==> config.mk <==
export PLATFORM = sky130hd
export DESIGN_NAME = mc_ctrl
export DESIGN_NICKNAME = d
export VERILOG_FILES = /design/src/rtl/mc_ctrl_pkg.sv /design/src/rtl/mc_alu_dec.sv /design/src/rtl/mc_ctrl.sv
export SDC_FILE = /design/constraint.sdc
export NUM_CORES = 1
export LEC_CHECK = 0
export ABC_AREA = 1
export BUFFER_PORTS_ARGS = -buffer_cell sky130_fd_sc_hd__clkbuf_2
export CAP_MARGIN = 20
export CORE_UTILIZATION = 55
export CTS_BUF_LIST = sky130_fd_sc_hd__clkbuf_4
export DETAILED_ROUTE_END_ITERATION = 12
export HOLD_SLACK_MARGIN = 0.15
export PLACE_DENSITY = 0.91
export SLEW_MARGIN = 25
export SYNTH_ARGS = -nofsm -noshare
export SYNTH_HDL_FRONTEND = slang
export SYNTH_SLANG_ARGS = --single-unit
export TNS_END_PERCENT = 100
==> constraint.sdc <==
create_clock -name clk -period 2.93 [get_ports clk]
set_input_delay 0.1465 -clock clk [delete_from_list [all_inputs] [get_ports clk]]
set_output_delay 0.1465 -clock clk [all_outputs]
set_load 0.02 [all_outputs]
==> src/rtl/mc_ctrl_pkg.sv <==
// Shared encodings for the multi-cycle MIPS-subset control unit: states,
// opcode/funct values, datapath select codes and the control-word struct.
package mc_ctrl_pkg;

  typedef enum logic [3:0] {
    S_FETCH, S_DECODE, S_EXEC_R, S_WB_R, S_EXEC_I, S_WB_I,
    S_ADDR, S_MEMRD, S_WB_MEM, S_MEMWR, S_BRANCH, S_JUMP
  } state_t;

  localparam logic [5:0] OP_RTYPE = 6'b000000;
  localparam logic [5:0] OP_ANDI  = 6'b001100;
  localparam logic [5:0] OP_ORI   = 6'b001101;
  localparam logic [5:0] OP_ADDI  = 6'b001000;
  localparam logic [5:0] OP_ADDIU = 6'b001001;
  localparam logic [5:0] OP_LW    = 6'b100011;
  localparam logic [5:0] OP_SW    = 6'b101011;
  localparam logic [5:0] OP_BEQ   = 6'b000100;
  localparam logic [5:0] OP_J     = 6'b000010;

  localparam logic [5:0] FN_ADD  = 6'b100000;
  localparam logic [5:0] FN_SUB  = 6'b100010;
  localparam logic [5:0] FN_SUBU = 6'b100011;
  localparam logic [5:0] FN_AND  = 6'b100100;
  localparam logic [5:0] FN_OR   = 6'b100101;
  localparam logic [5:0] FN_SLT  = 6'b101010;
  localparam logic [5:0] FN_SLTU = 6'b101011;

  localparam logic [2:0] ALU_ADD = 3'b000;
  localparam logic [2:0] ALU_SUB = 3'b001;
  localparam logic [2:0] ALU_AND = 3'b010;
  localparam logic [2:0] ALU_OR  = 3'b011;
  localparam logic [2:0] ALU_SLT = 3'b100;

  localparam logic [1:0] SRCB_RT  = 2'b00;
  localparam logic [1:0] SRCB_4   = 2'b01;
  localparam logic [1:0] SRCB_EXT = 2'b10;
  localparam logic [1:0] SRCB_BR  = 2'b11;

  localparam logic [1:0] PCS_ALU = 2'b00;
  localparam logic [1:0] PCS_OUT = 2'b01;
  localparam logic [1:0] PCS_JMP = 2'b10;

  typedef struct packed {
    logic       pcwr;
    logic       pcwrcond;
    logic [1:0] pcsrc;
    logic       iord;
    logic       memrd;
    logic       memwr;
    logic       irwr;
    logic       regdst;
    logic       memtoreg;
    logic       regwr;
    logic       alusrca;
    logic [1:0] alusrcb;
    logic [2:0] aluctr;
    logic       extop;
    logic       ill;
    logic       retire;
  } ctl_t;

endpackage

==> src/rtl/mc_alu_dec.sv <==
// Combinational op/func decode: ALU operation, immediate extension and
// whether the instruction belongs to the supported subset.
module mc_alu_dec
  import mc_ctrl_pkg::*;
(
  input  logic [5:0] op,
  input  logic [5:0] func,
  output logic [2:0] aluctr,
  output logic       extop,
  output logic       legal
);

  always_comb begin
    aluctr = ALU_ADD;
    extop  = 1'b1;
    legal  = 1'b1;
    case (op)
      OP_RTYPE: begin
        case (func)
          FN_ADD:          aluctr = ALU_ADD;
          FN_SUB, FN_SUBU: aluctr = ALU_SUB;
          FN_AND:          aluctr = ALU_AND;
          FN_OR:           aluctr = ALU_OR;
          FN_SLT, FN_SLTU: aluctr = ALU_SLT;
          default:         legal  = 1'b0;
        endcase
      end
      // logical immediates are zero-extended
      OP_ANDI: begin aluctr = ALU_AND; extop = 1'b0; end
      OP_ORI:  begin aluctr = ALU_OR;  extop = 1'b0; end
      OP_ADDI, OP_ADDIU, OP_LW, OP_SW, OP_BEQ, OP_J: ;
      default: legal = 1'b0;
    endcase
  end

endmodule

==> src/rtl/mc_ctrl.sv <==
// Moore control FSM for the multi-cycle datapath; outputs are decoded from
// state (plus mem_ready in the handshake states) and held at 0 during reset.
module mc_ctrl
  import mc_ctrl_pkg::*;
(
  input  logic        clk,
  input  logic        rst,
  input  logic [5:0]  op,
  input  logic [5:0]  func,
  input  logic        mem_ready,
  output logic        PCWr,
  output logic        PCWrCond,
  output logic [1:0]  PCSrc,
  output logic        IorD,
  output logic        MemRd,
  output logic        MemWr,
  output logic        IRWr,
  output logic        RegDst,
  output logic        MemtoReg,
  output logic        RegWr,
  output logic        ALUSrcA,
  output logic [1:0]  ALUSrcB,
  output logic [2:0]  ALUctr,
  output logic        ExtOp,
  output logic        ill,
  output logic        retire,
  output logic [31:0] instr_cnt
);

  state_t     state, nxt;
  ctl_t       c, co;
  logic [2:0] dec_alu;
  logic       dec_ext, legal;

  mc_alu_dec u_dec (.op(op), .func(func), .aluctr(dec_alu), .extop(dec_ext), .legal(legal));

  always_comb begin
    nxt = state;
    c   = '0;
    case (state)
      S_FETCH: begin
        c.memrd   = 1'b1;
        c.alusrcb = SRCB_4;
        c.irwr    = mem_ready;
        c.pcwr    = mem_ready;
        if (mem_ready) nxt = S_DECODE;
      end
      S_DECODE: begin
        c.alusrcb = SRCB_BR;
        c.extop   = 1'b1;
        c.ill     = !legal;
        nxt       = S_FETCH;
        if (legal) begin
          case (op)
            OP_RTYPE:                           nxt = S_EXEC_R;
            OP_ANDI, OP_ORI, OP_ADDI, OP_ADDIU: nxt = S_EXEC_I;
            OP_LW, OP_SW:                       nxt = S_ADDR;
            OP_BEQ:                             nxt = S_BRANCH;
            OP_J:                               nxt = S_JUMP;
            default:                            nxt = S_FETCH;
          endcase
        end
      end
      S_EXEC_R: begin
        c.alusrca = 1'b1;
        c.alusrcb = SRCB_RT;
        c.aluctr  = dec_alu;
        nxt       = S_WB_R;
      end
      S_WB_R: begin
        c.regdst = 1'b1;
        c.regwr  = 1'b1;
        c.retire = 1'b1;
        nxt      = S_FETCH;
      end
      S_EXEC_I: begin
        c.alusrca = 1'b1;
        c.alusrcb = SRCB_EXT;
        c.aluctr  = dec_alu;
        c.extop   = dec_ext;
        nxt       = S_WB_I;
      end
      S_WB_I: begin
        c.regwr  = 1'b1;
        c.retire = 1'b1;
        nxt      = S_FETCH;
      end
      S_ADDR: begin
        c.alusrca = 1'b1;
        c.alusrcb = SRCB_EXT;
        c.extop   = 1'b1;
        nxt       = (op == OP_LW) ? S_MEMRD : S_MEMWR;
      end
      S_MEMRD: begin
        c.memrd = 1'b1;
        c.iord  = 1'b1;
        if (mem_ready) nxt = S_WB_MEM;
      end
      S_WB_MEM: begin
        c.memtoreg = 1'b1;
        c.regwr    = 1'b1;
        c.retire   = 1'b1;
        nxt        = S_FETCH;
      end
      S_MEMWR: begin
        c.memwr  = 1'b1;
        c.iord   = 1'b1;
        c.retire = mem_ready;
        if (mem_ready) nxt = S_FETCH;
      end
      S_BRANCH: begin
        c.alusrca  = 1'b1;
        c.alusrcb  = SRCB_RT;
        c.aluctr   = ALU_SUB;
        c.pcwrcond = 1'b1;
        c.pcsrc    = PCS_OUT;
        c.retire   = 1'b1;
        nxt        = S_FETCH;
      end
      S_JUMP: begin
        c.pcwr   = 1'b1;
        c.pcsrc  = PCS_JMP;
        c.retire = 1'b1;
        nxt      = S_FETCH;
      end
      default: nxt = S_FETCH;
    endcase
  end

  // reset kills writes combinationally, before the state register clears
  assign co = rst ? '0 : c;

  assign PCWr     = co.pcwr;
  assign PCWrCond = co.pcwrcond;
  assign PCSrc    = co.pcsrc;
  assign IorD     = co.iord;
  assign MemRd    = co.memrd;
  assign MemWr    = co.memwr;
  assign IRWr     = co.irwr;
  assign RegDst   = co.regdst;
  assign MemtoReg = co.memtoreg;
  assign RegWr    = co.regwr;
  assign ALUSrcA  = co.alusrca;
  assign ALUSrcB  = co.alusrcb;
  assign ALUctr   = co.aluctr;
  assign ExtOp    = co.extop;
  assign ill      = co.ill;
  assign retire   = co.retire;

  always_ff @(posedge clk or posedge rst) begin
    if (rst) begin
      state     <= S_FETCH;
      instr_cnt <= '0;
    end else begin
      state <= nxt;
      if (c.retire) instr_cnt <= instr_cnt + 32'd1;
    end
  end

endmodule

# Word level (Yosys, flattened, before mapping)
# Cells that the tools add are included.
[totals]
reg_bits = 36
input_bits = 15
out_inout_bits = 52
elab_cells = 80
[op_classes]
addsub = 1
n_eq_ne = 29
muxes = 29
reduce_logical = 19
[op_table]
columns = ["operator", "n"]
rows = [
  ["$eq 6x6->1 const B", 9],
  ["$add 32x1->32 const B", 1],
  ["$pmux 4 s7", 1],
  ["$eq 6x4->1 const B", 4],
  ["$mux 20", 1],
  ["$mux 4", 5],
  ["$pmux 4 s5", 1],
  ["$reduce_or 2->1", 9],
  ["$eq 4x3->1 const B", 4],
  ["$eq 4x4->1 const B", 4],
  ["$mux 1", 12],
  ["$pmux 3 s4", 1],
  ["$pmux 3 s3", 1],
  ["$eq 4x2->1 const B", 2],
  ["$pmux 1 s2", 4],
  ["$reduce_or 4->1", 2],
  ["$reduce_or 8->1", 1],
  ["$reduce_or 7->1", 1],
  ["$eq 6x2->1 const B", 1],
  ["$eq 6x3->1 const B", 1],
  ["$logic_not 6->1", 1],
  ["$ne 2x2->1 const B", 3],
  ["$pmux 2 s3", 1],
  ["$pmux 3 s2", 1],
  ["7 further kinds", 7],
]

# Logic depth before layout (Yosys ltp)
[logic_depth]
ltp_word = 7
ltp_mapped = 10
ltp_nobuf = 10

# By module
# From an unflattened synthesis, not the netlist that was laid out.
[hier_totals]
cells_unflattened = 487
hier_area_um2 = 2879.0
[modules_own_cells]
columns = ["module", "instances", "cells_per_inst", "area_each_um2", "seq_area_each_um2"]
rows = [
  ["mc_ctrl", 1, 438, 2666.3, 900.9],
  ["mc_alu_dec", 1, 49, 212.7, 0.0],
]

# Worst setup path after synthesis
# OpenSTA, ideal clock, no wires.
[synth_path]
path_kind = "in2out"
from = "in rst"
to = "out ALUSrcA"
t_arrival_ns = 2.097
required_ns = 2.784
setup_slack_ns = 0.687
path_stages = 6
path_buffers = 1
path_cell_list = "clkbuf_1 -> inv_1 -> nand2_1 -> nor2_1 -> inv_1 -> nand2_1"
[synth_via]
elab_chain_len = 1
[synth_rtl]
columns = ["element", "line", "source"]
rows = [
  ["from (decl)", "mc_ctrl.sv:7", "input logic rst,"],
  ["$mux 20", "mc_ctrl.sv:131", "assign co = rst ? '0 : c;"],
  ["to (decl)", "mc_ctrl.sv:21", "output logic ALUSrcA,"],
]
# Every way passes these cells.

# Worst setup path after layout
# Same ends and word-level chain as after synthesis.

==> qor.txt <==
Synthesis Warnings -> 0
Fin crit share -> 78.83%
GR Util All Layers -> 27.48%
Kind of critical path -> in -> out
Arrival @ worst endpoint -> 2.16 ns
Synth top area share -> 34.25%
Num CTS Buffers -> 5
Min setup slack post-route -> 0.6204 ns
Via count -> 2906
Final min period -> 2.310 ns
# hold bufs at CTS -> 2
First-pass GRT wire length -> 11.16 mm
Critical path cell sequence -> dlygate4sd3_1 > clkbuf_2 > inv_1 > nand2_1 > nor2_1 > inv_1 > nand2_1 > clkbuf_2
CP endpoint -> ALUSrcA
I/O Buffers -> 66
Nets@finish -> 507
DRT iter0 DRCs -> 315
Worst path required time -> 2.78 ns
Initial antenna violation count -> 0
# setup viols final -> 0
Worst R2R Path Depth -> 8
DIE AREA -> 5062 um2
Final ANT Viol Nets -> 0
Worst r2r src -> state[2]
Clock Latency Late Sink -> 0.34 ns
Violated checks -> DRC
Post-route cell area -> 3063 um2
Ports -> 67
CTS max path bufs -> 2
Average wire per standard cell -> 12.07 um
Dpl cell area -> 2987 um2
Area Growth Syn to Fin -> 16.46%
Most common cell in the synthesized netlist -> nand2_1
Clock sink count -> 36
Post-synth EDFFs -> 0
Leak Pwr -> 1.578 nW
Congestion Overflow GR -> 0
Site row count -> 24
Hold Crit Class -> in -> reg
Detailed Routing Iterations Pass 1 -> 11
Via-to-Cell Ratio -> 5.342
# resized after CTS -> 0
Root Buffer -> clkbuf_4
Tot Pwr -> 1.281 mW
CTS tree -> done
Antenna diode count -> 0
Die width -> 71.15 um
Starting Density -> 58.78%
Setup Buffers After CTS -> 0
Distinct cells, synth -> 28
Final Core Density -> 68.46%
Synthesized area -> 2630 um2
Largest cells by area after synthesis -> dfrtp_1 (34%), nand2_1 (24%), nor2_1 (9.7%)
PD cells -> 418.3 nW/um2
Final HPWL DP -> 5.247 mm
Status -> complete, but fails checks
FF+latch count, synth -> 36
Critical path fanouts, max -> 19
Max Clock Freq -> 433.0 MHz
Fin Clk Skew -> 0.008429 ns
Clk pin slew, worst setup/hold paths -> 0.09 ns
Setup WS pre-CTS -> 1.142 ns
Mapped Avg Cell Area -> 6.247 um2
WL final -> 6.565 mm
Largest net degree at the start of global routing -> 36
Crit path launch -> rst
Setup_tns -> 0 ns
CTS H-tree lvls -> 2
Commonest cells in the netlist -> nand2_1 (168), nor2_1 (68), inv_1 (44)
Crit-path slowest cell -> dlygate4sd3_1
Core footprint -> 4474 um2
FF-to-FF setup slack -> 1.15 ns
Sequential share of the synthesized area -> 34.25%
Post-Syn Instances -> 421
Die height -> 71.15 um
Prevailing post-synth register cell -> dfrtp_1
GPL Wtd Cong -> 0.9357
Crit end category -> output port
RSZ-0062 raised after global routing -> false
Slew Limit Headroom -> 55.64%
Worst vdd rail ir drop -> 247.4 uV
Layout cells sized above 1 -> 16.87%
Dominant cell type by area after synthesis -> dfrtp_1
CP max stage delay -> 0.53 ns
Post-synthesis async set-or-reset flop share -> 100.0%
Hold Vio Cnt, Final -> 0
Vias in the first global route -> 2640
Max Slew Vio Count -> 0
Worst Max-Slew Pin Slew -> 0.6647 ns
Syn Nets -> 437
Critical Path Source Type -> input pin
Crit Reg-Reg Endpoint -> instr_cnt[5]
DRC -> 4
Max_cap viols -> 0
where the power goes:
part	total, mW	internal, mW	switching (mW)
combinational	0.420	0.129	0.291
sequential	0.594	0.538	0.0569
clock	0.266	0.111	0.156
total	1.28	0.778	0.503
critical path, delay by kind of cell:
kind                   cells  cell delay, ns
and+or+nand+nor            3            0.52
buffers and inverters      5            1.48
sequential cells by signal, summed over array words and instances, names as in the netlist:
| signal | count |
|---|---|
| instr_cnt | 32 |
| state | 4 |
cells by family after synthesis:
family                   synth area share, %
AND/OR/NAND/NOR                        45.62
flip-flops                             34.25
buffers and inverters                  8.325
XOR/XNOR                               6.327
AO/OA/AOI/OAI                          4.995
adder cells (fa/ha/maj)               0.4757
worst min path at each step:
stage	from	to	slack, ns	cells after the start
floorplan	mem_ready	state[3]	0.25	1
global placement	rst	instr_cnt[4]	0.37	2
detailed placement	rst	instr_cnt[4]	0.38	2
CTS	op[5]	state[2]	0.23	3
global route	op[5]	state[2]	0.23	3
finish	op[5]	state[2]	0.25	3
placed cells by master, fill, tap and decap left out, drive strengths merged:
cell type    count
nor4             2
nand3           26
a21boi           1
o2111ai          1
xnor2           13
or2              1
and3             1
nand4            7
nand3b           6
nor3             6
buf              1
o21a             1
dlygate4sd3      2
clkinv           1
nand2          169
clkbuf          73
ha               1
a21oi            6
dfrtp           36
inv             46
o21ai           13
xor2             6
o22ai            2
nor2            71
area by class of cell:
class,count,area [um2]
multi-input combinational,333,1510
fill,394,1411
sequential,36,900.9
timing repair buffer,69,357.8
inverter,46,172.7
tap,52,65.06
clock buffer,7,52.55
clock inverter,1,3.754
through the flow:
| step | std cells | hold WS, ns |
|---|---|---|
| after global routing | 544 | 0.2285 |
| final | 544 | 0.2524 |
| after detailed placement | 534 | 0.3755 |
| after global placement | 534 | 0.3720 |
| after CTS | 544 | 0.2270 |
| after floorplan | 421 | 0.2546 |
layer usage:
metal / part of all wire, % / vias up / track usage (%) / wire length (um)
met2: 47 / 130 / 44.02 / 3103
met5: 0 / - / 0 / 0
met3: 7.0 / 19 / 3.989 / 458
met4: 2.5 / 0 / 14.22 / 165
met1: 43 / 1301 / 36.15 / 2838
li1: - / 1456 / - / -
Power figures use the tool's default switching activity.
